==> src/rtl/aurora_flow_monitor_core_if.sv <==
// Input-side bundle of the Aurora flow monitor: core status, FIFO flags,
// AXI-Stream handshakes and the CRC result strobe.
interface aurora_flow_monitor_core_if;
  logic [12:0] aurora_status;
  logic        fifo_rx_almost_full;
  logic        fifo_tx_almost_full;
  logic        tx_tvalid, tx_tready;
  logic        rx_tvalid, rx_tready;
  logic        crc_valid;
  logic        crc_pass_fail_n;

  modport master (
    output aurora_status, fifo_rx_almost_full, fifo_tx_almost_full,
           tx_tvalid, tx_tready, rx_tvalid, rx_tready, crc_valid, crc_pass_fail_n
  );
  modport slave (
    input  aurora_status, fifo_rx_almost_full, fifo_tx_almost_full,
           tx_tvalid, tx_tready, rx_tvalid, rx_tready, crc_valid, crc_pass_fail_n
  );
endinterface

==> src/rtl/aurora_flow_monitor_core.sv <==
// Aurora 64B66B link statistics: 19 free-running level-event counters.
// Optional macro AURORA_MONITOR_SATURATE_EN: counters hold at all-ones instead of wrapping.

module aurora_flow_monitor_cnt_nxt #(
  parameter int CNT_W = 32
) (
  input  logic [CNT_W-1:0] cnt_i,
  input  logic             inc_i,
  output logic [CNT_W-1:0] nxt_o
);
  always_comb begin
    nxt_o = cnt_i;
`ifdef AURORA_MONITOR_SATURATE_EN
    if (inc_i && (cnt_i != {CNT_W{1'b1}})) nxt_o = cnt_i + 1'b1;
`else
    if (inc_i) nxt_o = cnt_i + 1'b1;
`endif
  end
endmodule

module aurora_flow_monitor_core #(
  parameter int CNT_W = 32
) (
  input  logic                      clk,
  input  logic                      rst_n,
  aurora_flow_monitor_core_if.slave bus,
  output logic [CNT_W-1:0]          gt_not_ready_0_count,
  output logic [CNT_W-1:0]          gt_not_ready_1_count,
  output logic [CNT_W-1:0]          gt_not_ready_2_count,
  output logic [CNT_W-1:0]          gt_not_ready_3_count,
  output logic [CNT_W-1:0]          line_down_0_count,
  output logic [CNT_W-1:0]          line_down_1_count,
  output logic [CNT_W-1:0]          line_down_2_count,
  output logic [CNT_W-1:0]          line_down_3_count,
  output logic [CNT_W-1:0]          pll_not_locked_count,
  output logic [CNT_W-1:0]          mmcm_not_locked_count,
  output logic [CNT_W-1:0]          hard_err_count,
  output logic [CNT_W-1:0]          soft_err_count,
  output logic [CNT_W-1:0]          channel_down_count,
  output logic [CNT_W-1:0]          fifo_rx_overflow_count,
  output logic [CNT_W-1:0]          fifo_tx_overflow_count,
  output logic [CNT_W-1:0]          tx_count,
  output logic [CNT_W-1:0]          rx_count,
  output logic [CNT_W-1:0]          frames_received,
  output logic [CNT_W-1:0]          frames_with_errors
);
  localparam int NUM_CNT = 19;

  logic [NUM_CNT-1:0]            inc;
  logic [NUM_CNT-1:0][CNT_W-1:0] cnt_q, cnt_d;

  // Index map: [3:0] gt lanes, [7:4] line lanes, 8 pll, 9 mmcm, 10 hard, 11 soft,
  // 12 chan down, 13/14 fifo rx/tx, 15/16 tx/rx beats, 17 frames, 18 crc fails.
  always_comb begin
    inc = '0;
    inc[3:0] = ~bus.aurora_status[3:0];
    inc[7:4] = ~bus.aurora_status[7:4];
    inc[8]   = ~bus.aurora_status[8];
    inc[9]   =  bus.aurora_status[9];
    inc[10]  =  bus.aurora_status[10];
    inc[11]  =  bus.aurora_status[11];
    inc[12]  = ~bus.aurora_status[12];
    inc[13]  =  bus.fifo_rx_almost_full;
    inc[14]  =  bus.fifo_tx_almost_full;
    inc[15]  =  bus.tx_tvalid & bus.tx_tready;
    inc[16]  =  bus.rx_tvalid & bus.rx_tready;
    inc[17]  =  bus.crc_valid;
    inc[18]  =  bus.crc_valid & ~bus.crc_pass_fail_n;
  end

  aurora_flow_monitor_cnt_nxt #(.CNT_W(CNT_W)) u_nxt [NUM_CNT-1:0] (
    .cnt_i (cnt_q),
    .inc_i (inc),
    .nxt_o (cnt_d)
  );

  always_ff @(posedge clk or negedge rst_n) begin
    if (!rst_n) cnt_q <= '0;
    else        cnt_q <= cnt_d;
  end

  assign gt_not_ready_0_count   = cnt_q[0];
  assign gt_not_ready_1_count   = cnt_q[1];
  assign gt_not_ready_2_count   = cnt_q[2];
  assign gt_not_ready_3_count   = cnt_q[3];
  assign line_down_0_count      = cnt_q[4];
  assign line_down_1_count      = cnt_q[5];
  assign line_down_2_count      = cnt_q[6];
  assign line_down_3_count      = cnt_q[7];
  assign pll_not_locked_count   = cnt_q[8];
  assign mmcm_not_locked_count  = cnt_q[9];
  assign hard_err_count         = cnt_q[10];
  assign soft_err_count         = cnt_q[11];
  assign channel_down_count     = cnt_q[12];
  assign fifo_rx_overflow_count = cnt_q[13];
  assign fifo_tx_overflow_count = cnt_q[14];
  assign tx_count               = cnt_q[15];
  assign rx_count               = cnt_q[16];
  assign frames_received        = cnt_q[17];
  assign frames_with_errors     = cnt_q[18];
endmodule

==> src/flat_wrapper.sv <==
// flat-port wrapper written by rule: the top's interface ports become plain ports
module aurora_flow_monitor_core_flat 
#(
  parameter int CNT_W = 32
)
  (clk, rst_n, gt_not_ready_0_count, gt_not_ready_1_count, gt_not_ready_2_count, gt_not_ready_3_count, line_down_0_count, line_down_1_count, line_down_2_count, line_down_3_count, pll_not_locked_count, mmcm_not_locked_count, hard_err_count, soft_err_count, channel_down_count, fifo_rx_overflow_count, fifo_tx_overflow_count, tx_count, rx_count, frames_received, frames_with_errors, bus_aurora_status, bus_fifo_rx_almost_full, bus_fifo_tx_almost_full, bus_tx_tvalid, bus_tx_tready, bus_rx_tvalid, bus_rx_tready, bus_crc_valid, bus_crc_pass_fail_n);
  aurora_flow_monitor_core_if bus_i ();
  input  logic clk;
  input  logic rst_n;
  output logic [CNT_W-1:0] gt_not_ready_0_count;
  output logic [CNT_W-1:0] gt_not_ready_1_count;
  output logic [CNT_W-1:0] gt_not_ready_2_count;
  output logic [CNT_W-1:0] gt_not_ready_3_count;
  output logic [CNT_W-1:0] line_down_0_count;
  output logic [CNT_W-1:0] line_down_1_count;
  output logic [CNT_W-1:0] line_down_2_count;
  output logic [CNT_W-1:0] line_down_3_count;
  output logic [CNT_W-1:0] pll_not_locked_count;
  output logic [CNT_W-1:0] mmcm_not_locked_count;
  output logic [CNT_W-1:0] hard_err_count;
  output logic [CNT_W-1:0] soft_err_count;
  output logic [CNT_W-1:0] channel_down_count;
  output logic [CNT_W-1:0] fifo_rx_overflow_count;
  output logic [CNT_W-1:0] fifo_tx_overflow_count;
  output logic [CNT_W-1:0] tx_count;
  output logic [CNT_W-1:0] rx_count;
  output logic [CNT_W-1:0] frames_received;
  output logic [CNT_W-1:0] frames_with_errors;
  input wire logic [$bits(bus_i.aurora_status)-1:0] bus_aurora_status;
  input wire logic [$bits(bus_i.fifo_rx_almost_full)-1:0] bus_fifo_rx_almost_full;
  input wire logic [$bits(bus_i.fifo_tx_almost_full)-1:0] bus_fifo_tx_almost_full;
  input wire logic [$bits(bus_i.tx_tvalid)-1:0] bus_tx_tvalid;
  input wire logic [$bits(bus_i.tx_tready)-1:0] bus_tx_tready;
  input wire logic [$bits(bus_i.rx_tvalid)-1:0] bus_rx_tvalid;
  input wire logic [$bits(bus_i.rx_tready)-1:0] bus_rx_tready;
  input wire logic [$bits(bus_i.crc_valid)-1:0] bus_crc_valid;
  input wire logic [$bits(bus_i.crc_pass_fail_n)-1:0] bus_crc_pass_fail_n;
  assign bus_i.aurora_status = bus_aurora_status;
  assign bus_i.fifo_rx_almost_full = bus_fifo_rx_almost_full;
  assign bus_i.fifo_tx_almost_full = bus_fifo_tx_almost_full;
  assign bus_i.tx_tvalid = bus_tx_tvalid;
  assign bus_i.tx_tready = bus_tx_tready;
  assign bus_i.rx_tvalid = bus_rx_tvalid;
  assign bus_i.rx_tready = bus_rx_tready;
  assign bus_i.crc_valid = bus_crc_valid;
  assign bus_i.crc_pass_fail_n = bus_crc_pass_fail_n;
  aurora_flow_monitor_core #(.CNT_W(CNT_W)) u_core (.clk(clk), .rst_n(rst_n), .bus(bus_i), .gt_not_ready_0_count(gt_not_ready_0_count), .gt_not_ready_1_count(gt_not_ready_1_count), .gt_not_ready_2_count(gt_not_ready_2_count), .gt_not_ready_3_count(gt_not_ready_3_count), .line_down_0_count(line_down_0_count), .line_down_1_count(line_down_1_count), .line_down_2_count(line_down_2_count), .line_down_3_count(line_down_3_count), .pll_not_locked_count(pll_not_locked_count), .mmcm_not_locked_count(mmcm_not_locked_count), .hard_err_count(hard_err_count), .soft_err_count(soft_err_count), .channel_down_count(channel_down_count), .fifo_rx_overflow_count(fifo_rx_overflow_count), .fifo_tx_overflow_count(fifo_tx_overflow_count), .tx_count(tx_count), .rx_count(rx_count), .frames_received(frames_received), .frames_with_errors(frames_with_errors));
endmodule
==> config.mk <==
export PLATFORM = sky130hd
export DESIGN_NAME = aurora_flow_monitor_core_flat
export DESIGN_NICKNAME = d
export VERILOG_FILES = /design/src/rtl/aurora_flow_monitor_core_if.sv /design/src/rtl/aurora_flow_monitor_core.sv /design/src/flat_wrapper.sv
export SDC_FILE = /design/constraint.sdc
export NUM_CORES = 1
export LEC_CHECK = 0
export BUFFER_PORTS_ARGS = -buffer_cell sky130_fd_sc_hd__clkbuf_2
export CAP_MARGIN = 20
export CORE_AREA = 3 3 244 246
export CTS_BUF_LIST = sky130_fd_sc_hd__clkbuf_16
export CTS_CLUSTER_SIZE = 8
export DETAILED_ROUTE_END_ITERATION = 8
export DIE_AREA = 0 0 247 249
export MAX_ROUTING_LAYER = met4
export PLACE_DENSITY = 0.7
export SYNTH_ARGS = -nofsm -noshare
export SYNTH_HDL_FRONTEND = slang
export SYNTH_SLANG_ARGS = --single-unit
==> constraint.sdc <==
create_clock -name clk -period 2.2 [get_ports clk]
set_input_delay 0.44 -clock clk [delete_from_list [all_inputs] [get_ports clk]]
set_output_delay 0.44 -clock clk [all_outputs]
set_load 0.005 [all_outputs]
==> metrics.md <==
| Metric | Value |
|---|---|
| Outcome | finished clean |
| Gp weighted congestion | about 0.93 |
| Synth-to-Final Area Change | 26.58% |
| Fin crit share | ~95% |
| Syn Inst Count | around 2,300 |
| Setup tns final | 0 ns |
| Total Routing Usage GR | around a quarter |
| Clock Tree Root | clkbuf_16 |
| Largest net degree at the start of global routing | between 60 and 70 |
| Share of layout cells above drive strength 1 | 28.01% |
| Nets | between 3,000 and 4,000 |
| DRC violations left | 0 |
| CP endpoint | u_core.line_down_2_count[24] |
| Synth cell types | 46 |
| Die area | between 60,000 and 70,000 sq um |
| Die width | 247 microns |
| IO Pins | 631 |
| Max Slew Vio Count | 0 |
| DRT iter0 DRCs | 912 |
| Flops & latches, synth | ~610 |
| Wire length per cell | ~19 microns |
| Worst setup margin | approximately 0.12 ns |
| H-tree levels | 3 |
| Worst ir drop on vdd | approximately 0.00065 V |
| R2r endpoint | u_core.line_down_2_count[24] |
| Relative slew margins | 52.38% |
| Worst Setup End Kind | flip-flop |
| Vias in the first global route | approximately 21,000 |
| Min-delay src | bus_aurora_status[7] |
| Critical Path Source | u_core.line_down_2_count[0] |
| Layout Cells excl Fill | around 3,800 |
| Startpoint class of the critical path | flip-flop |
| Post-Syn Area per Cell | ~12 sq um |
| Starting Density | 45.92% |
| Min-delay worst type | in -> reg |
| Leakage Power | approximately 17 nW |
| Final min period | 2.082 ns |
| Die Ht | 249 microns |
| Setup Fix Bufs, Post-CTS | 0 |
| DP Wirelength | ~56 mm |
| Post-synth EDFFs | 0 |
| Max-cap viol count | 0 |
| RSZ-0062 raised after global routing | no |
| Worst EP arrival | between 2 and 3 ns |
| Clock buffers created by TritonCTS | 86 |
| Async SR Flop Fraction | 100.0% |
| Commonest non-fill, non-tap cell in the layout | clkbuf_2 |
| Synthesized area | between 20,000 and 30,000 sq um |
| Top FF cell, synth | dfrtp_1 |
| R2R cell count | 6 |
| Cell Pwr Density | ~900 nW/um^2 |
| Placed instance count | 3,713 |
| Commonest cells after routing, fill and taps aside | 629 x clkbuf_2, 607 x dfrtp_1, 418 x xnor2_1, 215 x nand2_1, 209 x nand3_1 |
| Post-Place Setup Slack | between 0.1 and 0.15 ns |
| Synth warn | 0 |
| Clock transition at the registers of the reported paths | around 0.050 ns |
| Clk_lat worst skew | 0.61 ns |
| Least-Margin Pin Slew | just over 0.7 ns |
| Port-buffer cells | 630 |
| Antenna violations before repair | 2 |
| Count of final setup violators | 0 |
| Via count | 20,150 |
| Achievable Freq | around 0.48 GHz |
| Hold Vio Cnt, Final | 0 |
| Clock Path Buffers | 3 |
| Worst r2r src | u_core.line_down_2_count[0] |
| GRT overflow | 0 |
| CTS Sinks | around 610 |
| First-pass iteration count of the detailed router | 5 |
| Vias/cell | about 5.3 |
| Tot Pwr | 29.78 mW |
| Sequential-to-total area share from yosys stat | about 58% |
| Syn_nets | roughly 2,300 |
| CTS tree | built |
| Clk_skew | approximately 0.024 ns |
| Internal reg-to-reg setup slack | 0.12 ns |
| Drt total wl | 73.14 mm |
| Num rows | 88 |
| Crit Path Category | reg -> reg |
| Post-DRT Antenna Nets | 0 |
| Critical path data required time | 2.73 ns |
| Core Region | roughly 58,000 sq um |
| Crit Path Max Fanout | 4 |
| First-pass GRT wire length | 118.1 mm |
==> layer usage <==
layer | global-route usage, % | part of all wire [%] | routed length, microns
met5 | - | 0 | 0
met4 | 12.45 | 5.7 | 4133
met3 | 6.631 | 7.1 | 5174
met2 | 39.69 | 49 | 35630
met1 | 28.24 | 39 | 28200
==> how the worst min path moves through the flow <==
stage	end	slack, ns	cells past startpoint
final	u_core.line_down_3_count[0]	0.07	2
after global routing	u_core.channel_down_count[0]	0.04	2
after CTS	u_core.gt_not_ready_3_count[0]	0.03	2
after detailed placement	u_core.line_down_2_count[10]	0.40	1
after global placement	u_core.line_down_2_count[10]	0.39	1
after floorplan	u_core.channel_down_count[0]	0.14	0
==> cell type report <==
| class | instances | area, sq um |
|---|---|---|
| Fill cell | 4787 | 24110 |
| Clock buffer | 88 | 2202 |
| Inverter | 22 | 82.58 |
| Clock inverter | 8 | 103.9 |
| Timing Repair Buffer | 700 | 3816 |
| Sequential cell | 608 | 15220 |
| Tap cell | 765 | 957.2 |
| Antenna cell | 2 | 5.005 |
| Multi-Input combinational cell | 1619 | 11090 |
==> kinds of logic after synthesis <==
| family | synth area share, % |
|---|---|
| muxes | 0.8091 |
| DFF | 57.53 |
| xor gates and xnor gates | 19.51 |
| and+or+nand+nor | 20.66 |
| adders and majority gates | 0.9463 |
| buffers and inverters | 0.5394 |
==> per-stage QoR <==
stage	area (sq um)	utilization, %	hold WS, ns
finish	33470	58.13	0.07345
floorplan	26440	-	0.1444
global route	33470	58.13	0.04477
global placement	31150	54.09	0.3941
detailed placement	31150	54.09	0.3977
CTS	33460	58.11	0.03103
==> synth_stat cells, drive strengths merged, types with 2 or more instances <==
cell / instances / area, sq um
and2: 26 / 162.6
and3: 96 / 600.6
and4: 54 / 475.5
and4b: 6 / 60.06
buf: 4 / 22.52
clkbuf: 9 / 37.54
dfrtp: 608 / 15210
ha: 20 / 250.2
inv: 22 / 82.58
mux2: 19 / 214.0
nand2: 215 / 807.0
nand2b: 14 / 87.58
nand3: 211 / 1066
nand3b: 2 / 15.01
nand4: 125 / 788.3
nand4b: 11 / 111.4
nor2: 116 / 440.4
nor2b: 11 / 68.82
nor3: 52 / 297.8
nor4: 25 / 245.2
nor4b: 3 / 38.79
or2: 8 / 50.05
or3: 3 / 18.77
or4: 8 / 75.07
xnor2: 418 / 3661
xor2: 171 / 1498
==> timing repair <==
action,4_1_cts,5_1_grt
gates resized for setup,0,2
hold buffers,1,0
hold endpoints to repair,29,0
setup endpoints to repair,0,2
==> where the power goes <==
| part | switching [mW] | internal, mW | leakage (nW) |
|---|---|---|---|
| registers | 1.60 | 12.4 | 8.20 |
| clock network | 4.67 | 7.04 | 1.14 |
| logic | 2.07 | 2.03 | 7.43 |
==> worst max-delay path, stage by stage, from the launching register on <==
cell	delay (ns)
dfrtp_1	0.41
ha_1	0.21
and4b_1	0.28
nand2_1	0.11
nor3_1	0.57
and4_1	0.29
xor2_1	0.14
(Power assumes the default switching activity.)
